File: src/rtl/riscv_fetch_unit_pkg.sv
// Shared types and constants for the instruction-fetch front end.
package riscv_fetch_pkg;

   localparam int unsigned DEF_ADDR_W = 32;
   localparam int unsigned DEF_INST_W = 32;

   localparam logic [DEF_INST_W-1:0] NOP_INST         = 32'h0000_0013;
   localparam logic [DEF_ADDR_W-1:0] DEFAULT_RESET_PC = 32'h0000_0000;

   typedef struct packed {
      logic [DEF_ADDR_W-1:0] pc;
      logic [DEF_INST_W-1:0] inst;
   } fetch_entry_t;

   // Width needed to hold a count from 0 up to and including depth.
   function automatic int unsigned cnt_w(input int unsigned depth);
      return $clog2(depth + 1);
   endfunction

endpackage

File: src/rtl/riscv_fetch_unit_if.sv
// Memory request/response, redirect and decode-side signals of the fetch unit.
interface riscv_fetch_unit_if #(
   parameter int unsigned ADDR_W = 32,
   parameter int unsigned INST_W = 32,
   parameter int unsigned DEPTH  = 4,
   parameter int unsigned CNT_W  = riscv_fetch_pkg::cnt_w(DEPTH)
);
   logic              imem_req_valid;
   logic              imem_req_ready;
   logic [ADDR_W-1:0] imem_req_addr;
   logic              imem_rsp_valid;
   logic [INST_W-1:0] imem_rsp_data;
   logic              redirect_valid;
   logic [ADDR_W-1:0] redirect_pc;
   logic              stall;
   logic              if_valid;
   logic [INST_W-1:0] if_inst;
   logic [ADDR_W-1:0] if_pc;
   logic [ADDR_W-1:0] if_pc_four;
   logic [CNT_W-1:0]  fifo_count;

   modport master (
      output imem_req_valid, imem_req_addr, if_valid, if_inst, if_pc, if_pc_four, fifo_count,
      input  imem_req_ready, imem_rsp_valid, imem_rsp_data, redirect_valid, redirect_pc, stall
   );

   modport slave (
      input  imem_req_valid, imem_req_addr, if_valid, if_inst, if_pc, if_pc_four, fifo_count,
      output imem_req_ready, imem_rsp_valid, imem_rsp_data, redirect_valid, redirect_pc, stall
   );
endinterface

File: src/rtl/riscv_fetch_unit_fifo.sv
// Prefetch FIFO with a registered head entry; flush empties it but keeps the last head.
module fetch_fifo
   import riscv_fetch_pkg::*;
#(
   parameter int unsigned DEPTH   = 4,
   parameter int unsigned CNT_W   = cnt_w(DEPTH),
   parameter type         entry_t = fetch_entry_t
) (
   input  logic             clk_i,
   input  logic             rst_ni,
   input  logic             push_i,
   input  logic             pop_i,
   input  logic             flush_i,
   input  entry_t           push_data_i,
   output entry_t           head_o,
   output logic [CNT_W-1:0] count_o
);
   localparam int unsigned PTR_W = $clog2(DEPTH);

   entry_t            mem_q [DEPTH];
   entry_t            head_q, head_d;
   logic [PTR_W-1:0]  wr_ptr_q, wr_ptr_d, rd_ptr_q, rd_ptr_d;
   logic [CNT_W-1:0]  count_q, count_d, remain_s;
   logic              pop_s;

   // Next pointers, occupancy and head; an entry pushed into an otherwise empty FIFO bypasses storage.
   always_comb begin
      pop_s    = pop_i && (count_q != '0);
      wr_ptr_d = wr_ptr_q + PTR_W'(push_i);
      rd_ptr_d = rd_ptr_q + PTR_W'(pop_s);
      remain_s = count_q - CNT_W'(pop_s);
      count_d  = remain_s + CNT_W'(push_i);
      if (count_d == '0) begin
         head_d = head_q;
      end else if (remain_s == '0) begin
         head_d = push_data_i;
      end else begin
         head_d = mem_q[rd_ptr_d];
      end
   end

   // Entry storage.
   always_ff @(posedge clk_i) begin
      if (push_i && !flush_i) begin
         mem_q[wr_ptr_q] <= push_data_i;
      end
   end

   // Pointer, count and head registers.
   always_ff @(posedge clk_i) begin
      if (!rst_ni) begin
         wr_ptr_q <= '0;
         rd_ptr_q <= '0;
         count_q  <= '0;
         head_q   <= '0;
      end else if (flush_i) begin
         wr_ptr_q <= '0;
         rd_ptr_q <= '0;
         count_q  <= '0;
      end else begin
         wr_ptr_q <= wr_ptr_d;
         rd_ptr_q <= rd_ptr_d;
         count_q  <= count_d;
         head_q   <= head_d;
      end
   end

   assign head_o  = head_q;
   assign count_o = count_q;
endmodule

File: src/rtl/riscv_fetch_unit.sv
// Instruction-fetch front end: credit-limited request issue, in-order response
// tagging with PCs, and flush/drop handling on taken-branch redirects.
module riscv_fetch_unit
   import riscv_fetch_pkg::*;
#(
   parameter int unsigned       ADDR_W   = 32,
   parameter int unsigned       INST_W   = 32,
   parameter int unsigned       DEPTH    = 4,
   parameter logic [ADDR_W-1:0] RESET_PC = ADDR_W'(DEFAULT_RESET_PC),
   parameter int unsigned       CNT_W    = cnt_w(DEPTH)
) (
   input logic                clk,
   input logic                reset,
   riscv_fetch_unit_if.master bus
);
   typedef struct packed {
      logic [ADDR_W-1:0] pc;
      logic [INST_W-1:0] inst;
   } entry_t;

   logic [ADDR_W-1:0] fetch_pc_q, fetch_pc_d, rsp_pc_q, rsp_pc_d, target_s;
   logic [CNT_W-1:0]  outstanding_q, outstanding_d, drop_q, drop_d, count_s;
   logic [CNT_W:0]    credit_used_s;
   logic              req_valid_s, accept_s, push_s, pop_s;
   entry_t            push_data_s, head_s;

   // Credits use start-of-cycle counts only, so a pop frees its slot one cycle later.
   always_comb begin
      credit_used_s = {1'b0, outstanding_q} + {1'b0, count_s};
      req_valid_s   = reset && !bus.redirect_valid && (credit_used_s < (CNT_W+1)'(DEPTH));
      accept_s      = req_valid_s && bus.imem_req_ready;
      target_s      = {bus.redirect_pc[ADDR_W-1:2], 2'b00};
      pop_s         = (count_s != '0) && !bus.stall;
      push_data_s   = '{pc: rsp_pc_q, inst: bus.imem_rsp_data};
   end

   // Next-state for PCs, in-flight count and drop count; redirect overrides everything.
   always_comb begin
      outstanding_d = outstanding_q + CNT_W'(accept_s) - CNT_W'(bus.imem_rsp_valid);
      fetch_pc_d    = fetch_pc_q;
      rsp_pc_d      = rsp_pc_q;
      drop_d        = drop_q;
      push_s        = 1'b0;
      if (bus.redirect_valid) begin
         fetch_pc_d = target_s;
         rsp_pc_d   = target_s;
         drop_d     = outstanding_q - CNT_W'(bus.imem_rsp_valid);
      end else begin
         if (accept_s) begin
            fetch_pc_d = fetch_pc_q + ADDR_W'(3'd4);
         end else begin
            fetch_pc_d = fetch_pc_q;
         end
         if (bus.imem_rsp_valid && (drop_q != '0)) begin
            drop_d = drop_q - CNT_W'(1'b1);
         end else if (bus.imem_rsp_valid) begin
            push_s   = 1'b1;
            rsp_pc_d = rsp_pc_q + ADDR_W'(3'd4);
         end else begin
            drop_d = drop_q;
         end
      end
   end

   // Fetch state registers.
   always_ff @(posedge clk) begin
      if (!reset) begin
         fetch_pc_q    <= RESET_PC;
         rsp_pc_q      <= RESET_PC;
         outstanding_q <= '0;
         drop_q        <= '0;
      end else begin
         fetch_pc_q    <= fetch_pc_d;
         rsp_pc_q      <= rsp_pc_d;
         outstanding_q <= outstanding_d;
         drop_q        <= drop_d;
      end
   end

   fetch_fifo #(
      .DEPTH   (DEPTH),
      .CNT_W   (CNT_W),
      .entry_t (entry_t)
   ) u_fifo (
      .clk_i       (clk),
      .rst_ni      (reset),
      .push_i      (push_s),
      .pop_i       (pop_s),
      .flush_i     (bus.redirect_valid),
      .push_data_i (push_data_s),
      .head_o      (head_s),
      .count_o     (count_s)
   );

   assign bus.imem_req_valid = req_valid_s;
   assign bus.imem_req_addr  = fetch_pc_q;
   assign bus.if_valid       = (count_s != '0);
   assign bus.if_inst        = head_s.inst;
   assign bus.if_pc          = head_s.pc;
   assign bus.if_pc_four     = head_s.pc + ADDR_W'(3'd4);
   assign bus.fifo_count     = count_s;
endmodule
File: src/flat_wrapper.sv
// flat-port wrapper written by rule: the top's interface ports become plain ports
module riscv_fetch_unit_flat import riscv_fetch_pkg::*;
#(
   parameter int unsigned       ADDR_W   = 32,
   parameter int unsigned       INST_W   = 32,
   parameter int unsigned       DEPTH    = 4,
   parameter logic [ADDR_W-1:0] RESET_PC = ADDR_W'(DEFAULT_RESET_PC),
   parameter int unsigned       CNT_W    = cnt_w(DEPTH)
)
  (clk, reset, bus_imem_req_valid, bus_imem_req_addr, bus_if_valid, bus_if_inst, bus_if_pc, bus_if_pc_four, bus_fifo_count, bus_imem_req_ready, bus_imem_rsp_valid, bus_imem_rsp_data, bus_redirect_valid, bus_redirect_pc, bus_stall);
  riscv_fetch_unit_if #(.ADDR_W(ADDR_W), .INST_W(INST_W), .DEPTH(DEPTH), .CNT_W(CNT_W)) bus_i ();
  input logic clk;
  input logic reset;
  output wire logic [$bits(bus_i.imem_req_valid)-1:0] bus_imem_req_valid;
  output wire logic [$bits(bus_i.imem_req_addr)-1:0] bus_imem_req_addr;
  output wire logic [$bits(bus_i.if_valid)-1:0] bus_if_valid;
  output wire logic [$bits(bus_i.if_inst)-1:0] bus_if_inst;
  output wire logic [$bits(bus_i.if_pc)-1:0] bus_if_pc;
  output wire logic [$bits(bus_i.if_pc_four)-1:0] bus_if_pc_four;
  output wire logic [$bits(bus_i.fifo_count)-1:0] bus_fifo_count;
  input wire logic [$bits(bus_i.imem_req_ready)-1:0] bus_imem_req_ready;
  input wire logic [$bits(bus_i.imem_rsp_valid)-1:0] bus_imem_rsp_valid;
  input wire logic [$bits(bus_i.imem_rsp_data)-1:0] bus_imem_rsp_data;
  input wire logic [$bits(bus_i.redirect_valid)-1:0] bus_redirect_valid;
  input wire logic [$bits(bus_i.redirect_pc)-1:0] bus_redirect_pc;
  input wire logic [$bits(bus_i.stall)-1:0] bus_stall;
  assign bus_imem_req_valid = bus_i.imem_req_valid;
  assign bus_imem_req_addr = bus_i.imem_req_addr;
  assign bus_if_valid = bus_i.if_valid;
  assign bus_if_inst = bus_i.if_inst;
  assign bus_if_pc = bus_i.if_pc;
  assign bus_if_pc_four = bus_i.if_pc_four;
  assign bus_fifo_count = bus_i.fifo_count;
  assign bus_i.imem_req_ready = bus_imem_req_ready;
  assign bus_i.imem_rsp_valid = bus_imem_rsp_valid;
  assign bus_i.imem_rsp_data = bus_imem_rsp_data;
  assign bus_i.redirect_valid = bus_redirect_valid;
  assign bus_i.redirect_pc = bus_redirect_pc;
  assign bus_i.stall = bus_stall;
  riscv_fetch_unit #(.ADDR_W(ADDR_W), .INST_W(INST_W), .DEPTH(DEPTH), .RESET_PC(RESET_PC), .CNT_W(CNT_W)) u_core (.clk(clk), .reset(reset), .bus(bus_i));
endmodule
File: config.mk
export PLATFORM = sky130hd
export DESIGN_NAME = riscv_fetch_unit_flat
export DESIGN_NICKNAME = d
export VERILOG_FILES = /design/src/rtl/riscv_fetch_unit_pkg.sv /design/src/rtl/riscv_fetch_unit_if.sv /design/src/rtl/riscv_fetch_unit_fifo.sv /design/src/rtl/riscv_fetch_unit.sv /design/src/flat_wrapper.sv
export SDC_FILE = /design/constraint.sdc
export NUM_CORES = 1
export LEC_CHECK = 0
export BUFFER_PORTS_ARGS = -buffer_cell sky130_fd_sc_hd__buf_2
export CAP_MARGIN = 20
export CORE_MARGIN = 4
export CORE_UTILIZATION = 50
export DETAILED_ROUTE_END_ITERATION = 10
export PLACE_DENSITY = 0.73
export RECOVER_POWER = 50
export SLEW_MARGIN = 20
export SYNTH_ARGS = -nofsm -noshare
export SYNTH_HDL_FRONTEND = slang
export SYNTH_SLANG_ARGS = --single-unit
File: constraint.sdc
create_clock -name clk -period 8.7 [get_ports clk]
set_input_delay 1.305 -clock clk [delete_from_list [all_inputs] [get_ports clk]]
set_output_delay 1.305 -clock clk [all_outputs]
set_load 0.03 [all_outputs]
==> impl_metrics.tcl <==
set metrics [dict create \
    status "finished, violations left" \
    violations "capacitance limit, slew limit" \
    pin_count 203 \
    rows 65 \
    crit_path_end_kind "output port" \
    rsz0062_at_grt "no" \
    path_clk_slew_ns 0.06 \
    grt_pass1_vias 10400 \
    path_class "primary input to output port" \
    crit_buf_inv 4 \
    synth-seq-area-share 0.635 \
    crit_required_ns 7.39 \
    slew-limit-headroom -0.566 \
    place_area_sq_um 17400 \
    power.switching_mw 1.30 \
    setup_tns_ns 0 \
    hold_viol 0 \
    ys_ff_latch 383 \
    antenna_found_initial 0 \
    p_clk_frac 0.364 \
    slowest_delay_ns 1.63 \
    hpwl_um 23500 \
    crit_chain "buf_2 -> clkbuf_1 -> nor2b_1 -> clkbuf_1 -> and3_1 -> buf_2" \
    wirelength_um 37100 \
    period_minus_slack_ns 5.53 \
    detail-route-antenna-nets 0 \
    dr.pass1.iters 5 \
    avgSynthCellArea_sq_um 13.6 \
    design_area_sq_um 18500 \
    cts_resized 0 \
    synth_area_leaders "edfxtp_1, dfxtp_1, mux4_2" \
    drc 0 \
    yosysTopAreaCell "edfxtp_1" \
    htreeDepth 2 \
    die_h_um 187 \
    cts_buffers 39 \
    tritoncts "yes" \
    finalNetCount 1451 \
    viasPerCell 5.84 \
    synth_edf_count 248 \
    clk_path_buf_depth 3 \
    drive_gt1_frac 0.162 \
    start_util 0.507 \
    diodes 0 \
    intPower_mw 3.35 \
    critical-path-top-delay-family "buffers and inverters" \
    gp_congestion 0.857 \
    max_clock_freq_mhz 181 \
    crit_arrival_ns 4.23 \
    final_cells 1795 \
    grt_pass1_wl_um 58400 \
    swShare 0.279 \
    clock_skew_ns 0.0113 \
    vias 10500 \
    synth_ff_type "edfxtp_1" \
    synthesis.area_sq_um 16000 \
    async_reset_ff_frac 0 \
    dp.cells 1724 \
    ys_types 49 \
    syn2layout_area_growth_pct 15.7 \
    p_seq_frac 0.468 \
    whs_ns 0.528 \
    yosysWarningCount 0 \
    p_per_area_nw_per_um2 251 \
    dieArea_sq_um 34900 \
    root_buffer "clkbuf_16" \
    final_max_slew_viol_count 228 \
    leakagePower_nw 6.60 \
    core_sq_um 31600 \
    ir_drop_mv 0.142 \
    cts.sinks 383 \
    total_power_mw 4.64 \
    cts_setup_buffers 0 \
    worst_slew_pin_slew_ns 2.35 \
    drv_cap 6 \
    hold_path_class "flip-flop to flip-flop" \
    grt_max_degree 125 \
    die_w_um 187 \
    drt_iter0_drc 796 \
    syn-instance-count 1178 \
    overflow 0 \
    grt_use_total 0.208 \
    synth_top_area_frac 0.466 \
    slowest_stage "clkbuf_1" \
    numPortBuffers 194 \
    cp_max_fo 49 \
    wire_per_inst_um 20.7 \
    power_frac_comb 0.168 \
    insertion_delay_ns 0.51 \
    setup_violations 0 \
    cp-start-kind "primary input" \
    hold_buffers 0 \
    period_share 0.636 \
]
-- power groups by stage --
stage | clock (mW) | combinational, mW | sequential (mW)
2_1_floorplan | 0 | 0.443 | 2.31
3_3_place_gp | 0 | 0.787 | 2.20
3_5_place_dp | 0 | 0.801 | 2.21
4_1_cts | 1.72 | 0.806 | 2.17
5_1_grt | 1.80 | 0.842 | 2.19
6_report | 1.69 | 0.779 | 2.17
-- routing by layer --
| metal | wire length, um | up-vias | track usage |
|---|---|---|---|
| met1 | 16200 | 5188 | 0.295 |
| met2 | 17800 | 396 | 0.342 |
| li1 | - | 4851 | - |
| met3 | 2450 | 46 | 0.0346 |
| met4 | 590 | 0 | 0.0461 |
| met5 | 0 | - | 0 |
-- cell usage after synthesis (all sizes together), types with 13 or more instances --
library cell	number
edfxtp	248
inv	24
and3	13
a21oi	108
dfxtp	135
xor2	35
nor3	16
nor4	14
buf	20
mux2i	61
o21ai	97
xnor2	46
nand2	52
clkbuf	50
nand4	28
ha	17
nor2	37
nand3	46
mux4	62
-- logic make-up (layout without fill, tap and decap cells) --
kind of cell             count (synthesis)  count (layout)  synth area share
AO/OA/AOI/OAI                          238             238            0.0797
XOR/XNOR                                81              81            0.0444
adder cells (fa/ha/maj)                 18              18            0.0146
buffers and inverters                   96             306            0.0240
flip-flops                             383             383             0.635
multiplexers                           123             123             0.126
other                                    1               6          0.000235
AND/OR/NAND/NOR                        238             238            0.0766
-- worst reg2reg max path: stages (launching register included) --
cell     delay, ns
dfxtp_1       0.36
or3_1         0.37
nor2b_1       0.18
ha_1          1.43
buf_4         0.83
mux4_2        0.62
mux2i_1       0.27
a21oi_1       0.11
-- sequential cells by signal, indices dropped and copies added (netlist names) --
| signal | count |
|---|---|
| u_core.bus.imem_req_addr | 30 |
| u_core.drop_q | 3 |
| u_core.outstanding_q | 3 |
| u_core.rsp_pc_q | 30 |
| u_core.u_fifo.count_o | 3 |
| u_core.u_fifo.head_o | 62 |
| u_core.u_fifo.mem_q | 248 |
| u_core.u_fifo.rd_ptr_q | 2 |
| u_core.u_fifo.wr_ptr_q | 2 |
-- through the flow --
step                utilization  setup WS (ns)
finish                    0.586           3.17
global placement          0.551           4.49
global route              0.586           2.97
CTS                       0.592           4.42
detailed placement        0.551           4.41
floorplan                     -          0.392
-- area by class of cell --
type,instances,area [sq um]
clock buffers,64,1200
clock inverters,7,109
fillers,2518,13100
inverters,26,97.6
multi-input cells,704,5500
flip-flops and latches,383,10100
well taps,402,503
repair buffers,209,936
-- placed cells by master, fill, tap and decap left out, types with 4 or more instances in the layout --
cell / instances
edfxtp_1: 248
dfxtp_1: 135
clkbuf_1: 126
a21oi_1: 107
o21ai_0: 97
buf_2: 88
mux4_2: 62
mux2i_1: 61
nand2_1: 52
nand3_1: 46
xnor2_1: 46
clkbuf_16: 42
nor2_1: 36
xor2_1: 35
nand4_1: 27
inv_1: 24
ha_1: 17
nor4_1: 14
nor3_1: 14
and3_1: 13
and2_1: 10
a31oi_1: 9
buf_4: 9
clkbuf_8: 7
conb_1: 6
or4_1: 5
or3_1: 5
and4_1: 4
o22ai_1: 4
-- path summary, 6_finish.rpt --
path	endpoint	cells past startpoint	slack [ns]	start
worst max register to register	u_core.u_fifo.head_o[39]$_SDFFE_PN0P_	7	4.38	u_core.u_fifo.count_o[2]$_SDFF_PP0_
worst max-delay path	bus_imem_req_valid	6	3.17	reset
worst min-delay path	u_core.bus.imem_req_addr[31]$_SDFFE_PN0P_	2	0.53	u_core.bus.imem_req_addr[31]$_SDFFE_PN0P_
worst min register to register	u_core.bus.imem_req_addr[31]$_SDFFE_PN0P_	2	0.53	u_core.bus.imem_req_addr[31]$_SDFFE_PN0P_
Power figures use the tool's default switching activity.
